### src/rtl/serial_word_receiver_pkg.sv
// Shared types and defaults for the serial word receiver.
package rx_pkg;

    // Receiver framing state: waiting for a frame start, or mid-frame.
    typedef enum logic {
        IDLE = 1'b0,
        RECV = 1'b1
    } rx_state_t;

    // Default number of bits per word.
    localparam int DEFAULT_WIDTH = 4;

    // Width of a counter able to hold 0..width bits received.
    function automatic int count_width(input int width);
        return $clog2(width) + 1;
    endfunction

endpackage

### src/rtl/serial_word_receiver_if.sv
// Serial input and word output handshake bundle of the receiver.
// master: the environment (serial source plus downstream consumer).
// slave: the receiver itself.
interface serial_word_receiver_if
    import rx_pkg::*;
#(
    parameter int WIDTH = DEFAULT_WIDTH
);
    logic             ser_in;
    logic             ser_valid;
    logic             frame_start;
    logic [WIDTH-1:0] word_out;
    logic             word_valid;
    logic             word_ready;

    modport master (
        output ser_in,
        output ser_valid,
        output frame_start,
        output word_ready,
        input  word_out,
        input  word_valid
    );

    modport slave (
        input  ser_in,
        input  ser_valid,
        input  frame_start,
        input  word_ready,
        output word_out,
        output word_valid
    );
endinterface

### src/rtl/serial_word_receiver_out_buffer.sv
// One-entry valid/ready holding register for completed words.
// A new word is accepted when the slot is empty or being drained in the
// same cycle; otherwise it is dropped and the sticky overrun flag is set.
module rx_out_buffer
    import rx_pkg::*;
#(
    parameter int WIDTH = DEFAULT_WIDTH
) (
    input  logic             clock,
    input  logic             reset,
    input  logic             load,
    input  logic [WIDTH-1:0] load_word,
    input  logic             word_ready,
    output logic [WIDTH-1:0] word_out,
    output logic             word_valid,
    output logic             overrun
);
    logic [WIDTH-1:0] word_reg;
    logic             valid_reg;
    logic             overrun_reg;

    // Load, consume or drop; word_ready only matters while a word is held.
    always_ff @(posedge clock) begin
        if (reset) begin
            word_reg    <= '0;
            valid_reg   <= 1'b0;
            overrun_reg <= 1'b0;
        end else if (load) begin
            if (!valid_reg || word_ready) begin
                word_reg  <= load_word;
                valid_reg <= 1'b1;
            end else begin
                overrun_reg <= 1'b1;
            end
        end else if (valid_reg && word_ready) begin
            valid_reg <= 1'b0;
        end
    end

    assign word_out   = word_reg;
    assign word_valid = valid_reg;
    assign overrun    = overrun_reg;

endmodule

### src/rtl/serial_word_receiver.sv
// Serial-in/parallel-out receiver: assembles WIDTH-bit words framed by
// frame_start and hands them downstream through a one-word buffer.
module serial_word_receiver
    import rx_pkg::*;
#(
    parameter int WIDTH     = DEFAULT_WIDTH,
    parameter int MSB_FIRST = 1
) (
    input  logic                             clock,
    input  logic                             reset,
    serial_word_receiver_if.slave            bus,
    output logic [count_width(WIDTH)-1:0]    bit_count,
    output logic                             framing_err,
    output logic                             overrun
);
    localparam int               CW   = count_width(WIDTH);
    localparam logic [CW-1:0]    LAST = CW'(WIDTH - 1);
    localparam logic [CW-1:0]    ONE  = CW'(1);

    rx_state_t        state_reg, state_next;
    logic [WIDTH-1:0] shreg_reg, shreg_next;
    logic [CW-1:0]    count_reg, count_next;
    logic             err_reg, err_next;
    logic             complete;

    // Shift results: continuing the current frame, or starting from an
    // empty register so an aborted partial word cannot leak into the next.
    logic [WIDTH-1:0] shift_cont;
    logic [WIDTH-1:0] shift_fresh;

    generate
        if (MSB_FIRST != 0) begin : g_msb_first
            assign shift_cont  = {shreg_reg[WIDTH-2:0], bus.ser_in};
            assign shift_fresh = {{(WIDTH-1){1'b0}}, bus.ser_in};
        end else begin : g_lsb_first
            assign shift_cont  = {bus.ser_in, shreg_reg[WIDTH-1:1]};
            assign shift_fresh = {bus.ser_in, {(WIDTH-1){1'b0}}};
        end
    endgenerate

    // State, shift register, bit counter and framing-error pulse registers.
    always_ff @(posedge clock) begin
        if (reset) begin
            state_reg <= IDLE;
            shreg_reg <= '0;
            count_reg <= '0;
            err_reg   <= 1'b0;
        end else begin
            state_reg <= state_next;
            shreg_reg <= shreg_next;
            count_reg <= count_next;
            err_reg   <= err_next;
        end
    end

    // Framing FSM: capture qualified bits, restart on frame_start, and
    // flag completion on the WIDTH-th bit of an uninterrupted frame.
    always_comb begin
        state_next = state_reg;
        shreg_next = shreg_reg;
        count_next = count_reg;
        err_next   = 1'b0;
        complete   = 1'b0;
        if (bus.ser_valid) begin
            case (state_reg)
                IDLE: begin
                    if (bus.frame_start) begin
                        shreg_next = shift_fresh;
                        count_next = ONE;
                        state_next = RECV;
                    end
                end
                RECV: begin
                    if (bus.frame_start) begin
                        err_next   = 1'b1;
                        shreg_next = shift_fresh;
                        count_next = ONE;
                    end else begin
                        shreg_next = shift_cont;
                        if (count_reg == LAST) begin
                            complete   = 1'b1;
                            count_next = '0;
                            state_next = IDLE;
                        end else begin
                            count_next = count_reg + ONE;
                        end
                    end
                end
                default: begin
                    state_next = IDLE;
                end
            endcase
        end
    end

    rx_out_buffer #(
        .WIDTH (WIDTH)
    ) u_out_buffer (
        .clock      (clock),
        .reset      (reset),
        .load       (complete),
        .load_word  (shift_cont),
        .word_ready (bus.word_ready),
        .word_out   (bus.word_out),
        .word_valid (bus.word_valid),
        .overrun    (overrun)
    );

    assign bit_count   = count_reg;
    assign framing_err = err_reg;

endmodule

### src/flat_wrapper.sv
// flat-port wrapper written by rule: the top's interface ports become plain ports
module serial_word_receiver_flat import rx_pkg::*;
#(
    parameter int WIDTH     = DEFAULT_WIDTH,
    parameter int MSB_FIRST = 1
)
  (clock, reset, bit_count, framing_err, overrun, bus_ser_in, bus_ser_valid, bus_frame_start, bus_word_ready, bus_word_out, bus_word_valid);
  serial_word_receiver_if #(.WIDTH(WIDTH)) bus_i ();
  input  logic clock;
  input  logic reset;
  output logic [count_width(WIDTH)-1:0] bit_count;
  output logic framing_err;
  output logic overrun;
  input wire logic [$bits(bus_i.ser_in)-1:0] bus_ser_in;
  input wire logic [$bits(bus_i.ser_valid)-1:0] bus_ser_valid;
  input wire logic [$bits(bus_i.frame_start)-1:0] bus_frame_start;
  input wire logic [$bits(bus_i.word_ready)-1:0] bus_word_ready;
  output wire logic [$bits(bus_i.word_out)-1:0] bus_word_out;
  output wire logic [$bits(bus_i.word_valid)-1:0] bus_word_valid;
  assign bus_i.ser_in = bus_ser_in;
  assign bus_i.ser_valid = bus_ser_valid;
  assign bus_i.frame_start = bus_frame_start;
  assign bus_i.word_ready = bus_word_ready;
  assign bus_word_out = bus_i.word_out;
  assign bus_word_valid = bus_i.word_valid;
  serial_word_receiver #(.WIDTH(WIDTH), .MSB_FIRST(MSB_FIRST)) u_core (.clock(clock), .reset(reset), .bus(bus_i), .bit_count(bit_count), .framing_err(framing_err), .overrun(overrun));
endmodule
### config.mk
export PLATFORM = sky130hd
export DESIGN_NAME = serial_word_receiver_flat
export DESIGN_NICKNAME = d
export VERILOG_FILES = /design/src/rtl/serial_word_receiver_pkg.sv /design/src/rtl/serial_word_receiver_if.sv /design/src/rtl/serial_word_receiver_out_buffer.sv /design/src/rtl/serial_word_receiver.sv /design/src/flat_wrapper.sv
export SDC_FILE = /design/constraint.sdc
export NUM_CORES = 1
export LEC_CHECK = 0
export BUFFER_PORTS_ARGS = -buffer_cell sky130_fd_sc_hd__buf_2
export CAP_MARGIN = 10
export CORE_UTILIZATION = 40
export DETAILED_ROUTE_END_ITERATION = 16
export MAX_ROUTING_LAYER = met4
export PLACE_DENSITY = 0.71
export REMOVE_ABC_BUFFERS = 1
export SLEW_MARGIN = 10
export SYNTH_ARGS = -nofsm -noshare
export SYNTH_HDL_FRONTEND = slang
export SYNTH_SLANG_ARGS = --single-unit
### constraint.sdc
create_clock -name clock -period 2.9 [get_ports clock]
set_input_delay 0.145 -clock clock [delete_from_list [all_inputs] [get_ports clock]]
set_output_delay 0.145 -clock clock [all_outputs]
set_load 0.005 [all_outputs]
==> Word-level counts from Yosys, hierarchy flattened <==
Index checks and enable logic that the tools add are counted.
{ "totals": {"register_bits": 14, "latch_bits": 0, "mem_bits_rw": 0, "rom_bits": 0, "inputBits": 6, "wordCells": 41, "n_memories": 0} }
{ "classes": {"add_sub_neg": 1, "mul": 0, "n_div": 0, "magnitude_cmp": 0, "n_eq_ne": 3, "shift": 0, "n_mux": 18, "bitwise": 3, "reduce_logical": 9} }
{ "op_table": {"columns": ["cell", "count"], "rows": [
  ["$mux 3", 5],
  ["$pmux 3 s2", 2],
  ["$mux 1", 10],
  ["$reduce_and 2->1", 4],
  ["$ne 2x2->1 const B", 2],
  ["$add 3x1->3 const B", 1],
  ["$eq 3x2->1 const B", 1],
  ["$not 1->1", 3],
  ["$reduce_or 3->1", 1],
  ["$pmux 1 s2", 1],
  ["$reduce_bool 2->1", 1],
  ["$logic_and 1x1->1", 1],
  ["$logic_not 1->1", 1],
  ["$logic_or 1x1->1", 1]
]} }

==> Logic depth before layout (Yosys ltp) <==
{ "depth": {"depth_word": 7, "depth_mapped": 4} }

==> Modules after synthesis <==
Synthesis repeated with hierarchy kept, for this count alone.
{ "hier_totals": {"hier_cells": 60, "hier_area_um2": 581.8} }
{ "modules_own_cells": {"columns": ["module", "instances", "cells_per_inst", "area_per_inst_um2", "seq_area_each_um2"], "rows": [
  ["serial_word_receiver", 1, 34, 317.8, 160.2],
  ["rx_out_buffer", 1, 26, 264.0, 120.1]
]} }

==> Worst setup path before layout <==
No wires, ideal clock.
{ "synth_path": {"kind": "register to register", "start": "reg u_core.count_reg[0] (netlist: u_core.bit_count[0])", "end": "reg u_core.u_out_buffer.word_reg[0] (netlist: u_core.u_out_buffer.word_out[0])", "setup_time_ps": 72, "arrival_ps": 1297, "t_required_ps": 2828, "setup_slack_ps": 1531, "path_stages_with_launch": 5, "cell_sequence": "dfxtp_1 ha_1 or2b_1 nor4_4 mux2i_1"} }
{ "synth_via": {"elab_chain_len": 6} }
{ "synth_rtl": {"columns": ["element", "line_no", "text"], "rows": [
  ["start, declared", "serial_word_receiver.sv:22", "logic [CW-1:0] count_reg, count_next;"],
  ["start signal, assigned", "serial_word_receiver.sv:51", "count_reg <= count_next;"],
  ["$eq 3x2->1", "serial_word_receiver.sv:80", "if (count_reg == LAST) begin"],
  ["$mux 1", "serial_word_receiver.sv:80", null],
  ["$mux 1", "serial_word_receiver.sv:74", "if (bus.frame_start) begin"],
  ["$mux 1", "serial_word_receiver.sv:65", "case (state_reg)"],
  ["$mux 1", "serial_word_receiver.sv:64", "if (bus.ser_valid) begin"],
  ["$reduce_and 2->1 (no line)", null, null],
  ["end signal, assigned", "serial_word_receiver_out_buffer.sv:30", "word_reg <= load_word;"],
  ["end, declared", "serial_word_receiver_out_buffer.sv:18", "logic [WIDTH-1:0] word_reg;"]
]} }
No other way between the ends.
A chain may end at the register's enable or synchronous reset.

==> Final worst setup path <==
{ "layout_path": {"start": "reg u_core.count_reg[0] (netlist: u_core.bit_count[0])", "end": "reg u_core.u_out_buffer.word_reg[2] (netlist: u_core.u_out_buffer.word_out[2])"} }
Same word-level chain as after synthesis.

==> flow_summary.toml <==
[outcome]
outcome = "completed"

[setup_path]
worstPathMaxFanout = 4
reg2reg_slack_ns = 1.41
cpPeakStageDelay_ns = 0.38
r2r_end = "u_core.u_out_buffer.word_out[2]"
cp_slowest_cell = "dfxtp_1"
cp-end-kind = "flop"
reg2reg_depth = 4
required_ns = 3.11
arrival_ns = 1.69
crit_start = "u_core.bit_count[0]"
crit_cells = 4
setup.worst_path.class = "reg2reg"
worstSetupEndpoint = "u_core.u_out_buffer.word_out[2]"
crit_path_start_kind = "flop"
cp_num_buf_inv = 0
r2r_start = "u_core.bit_count[0]"
critPathTopFamily = "simple AND/OR/NAND/NOR gates"
path_cells = "ha_1, or2b_1, nor4_4, mux2i_1"

[timing]
setup_tns_ns = 0
setup_viol = 0
fmax_mhz = 673
relSlewSlack_pct = 61.6
fin_crit_ns = 1.49
post-route-period-util_pct = 51.2
slew_violations = 0
rsz0062_at_grt = "no"
clock_skew_ns = 0.00954
worst_pin_slew_ns = 0.570
final-hold-violation-count = 0

[cts]
path_clk_slew_ns = 0.09
cts_tree = "built"
clock-root-buffer = "clkbuf_4"
postCtsSetupBuffers = 0
clkLatencyLatePin_ns = 0.28
htree_levels = 1
cts.path.max_buffers = 2
cts_resized = 0
cts_made_buffers = 3
clock_sinks = 14
ctsHoldBuffers = 0

[hold_path]
min_path_type = "in2reg"

[floorplanning]
die_w_um = 40.3
floorplan.initialDensity_pct = 44.0
boundaryPins = 16
num_rows = 13
dieHeight_um = 40.3
core_mm2 = 0.00133
die_area_mm2 = 0.00162

[global_route]
grt_util_all_layers_pct = 15.1
grt_pass1_vias = 388
grt.overflow.total = 0
grt_max_degree = 20
grt_first_pass_wirelength_um = 1580
antenna_found_initial = 0

[yosys]
synth_edf_count = 0
synth_area_um2 = 587
synth_cell_types = 21
async_reset_ff_share_pct = 0
synthCells = 60
synth_commonest_cells = "dfxtp_1 (14), nand2b_1 (8), nor2_1 (7)"
yosysWarnings = 0
synth-seq-area-share_pct = 47.8
ys_seq_elements = 14
synth_top_area_share_pct = 47.8
synth_most_common_cell = "dfxtp_1"
synth_area_leader_cell = "dfxtp_1"
synth_area_leaders = "dfxtp_1 (48%), mux2i_1 (8.5%), nand2b_1 (8.5%)"
syn_area_per_cell_um2 = 9.78
yosys_most_used_dff = "dfxtp_1"

[detailed_routing]
via_per_inst = 5.05
routed_wl_um = 1050
ant_nets = 0
vias = 465
drt_iter0_markers = 9
dr.pass1.iters = 4
wl_per_cell_um = 11.4
route.detailed.drc = 0

[cells_and_area]
fin_area_um2 = 709
largest_register_ffs = 4
instances_no_fill = 92
area_growth_pct = 20.9
antenna_cells = 0
fill_cells = 132
drive_gt1_share_pct = 28.6
finalNetCount = 85

[placement]
place_congestion = 0.884
placed_cells = 88
io_buffer_count = 15
place_hpwl_um = 761
placed_cell_area_um2 = 673

[power]
vdd_drop_max_uv = 223
p_per_area_mw_per_mm2 = 514
p_leak_nw = 0.300

[job]
cap_violations = 0
-- per-layer routing --
| metal | track usage, % | wire (µm) |
|---|---|---|
| met3 | 3.33 | 49 |
| met4 | 7.50 | 6 |
| met5 | - | 0 |
| met1 | 20.0 | 520 |
| met2 | 21.4 | 475 |
-- through the flow --
stage	utilization [%]	setup WS [ns]	power, mW	hold WS (ns)
global placement	50.5	1.49	0.227	0.397
global route	53.2	1.31	0.380	0.133
finish	53.2	1.41	0.365	0.114
floorplan	-	1.53	0.215	0.214
detailed placement	50.5	1.44	0.228	0.405
CTS	53.2	1.41	0.365	0.117
-- cells by family (layout without fill, tap and decap cells) --
| logic type | Yosys count | count (layout) | synth area share [%] |
|---|---|---|---|
| compound gates | 11 | 11 | 11.7 |
| fa+ha+maj | 1 | 1 | 2.13 |
| buf+inv | 4 | 21 | 2.56 |
| flops | 14 | 14 | 47.8 |
| mux | 5 | 5 | 8.53 |
| simple gates | 25 | 25 | 27.3 |
-- power breakdown --
group          internal (mW)  switching, mW
clock network         0.0764         0.0645
registers              0.196        0.00351
logic                 0.0108         0.0138
total                  0.283         0.0818
-- worst min path at each step --
stage | slack, ns | end | cells after the start | from
after floorplan | 0.21 | u_core.state_reg | 1 | reset
after detailed placement | 0.41 | u_core.shreg_reg[0] | 3 | bus_ser_in
final | 0.11 | u_core.shreg_reg[0] | 3 | bus_ser_in
after CTS | 0.12 | u_core.shreg_reg[0] | 3 | bus_ser_in
after global routing | 0.13 | u_core.shreg_reg[0] | 3 | bus_ser_in
after global placement | 0.40 | u_core.shreg_reg[0] | 3 | bus_ser_in
-- area by class of cell --
| class | count | area [µm²] | share of cell area (%) |
|---|---|---|---|
| timing repair buffer | 15 | 75.1 | 10.6 |
| inverter | 2 | 7.51 | 1.06 |
| sequential | 14 | 280 | 39.5 |
| clock buffer | 4 | 36.3 | 5.11 |
| multi-input combinational | 42 | 292 | 41.1 |
| tap | 15 | 18.8 | 2.65 |
-- cells in the final DEF (no fill, tap or decap), types with 2 or more instances in the layout --
cell	instances
a22oi_1	2
nor2b_1	2
nand2b_1	8
a31oi_1	2
nor2_1	7
buf_2	15
clkbuf_4	3
o21ai_0	2
a21oi_1	3
inv_1	2
dfxtp_1	14
mux2i_1	5
nor3b_1	2
-- tightest hold or removal path, cell delays in order --
cell and delay [ns]:
buf_2 0.08, mux2i_1 0.05, nor2_1 0.07
Note: power is estimated with default switching activity, not from simulation.
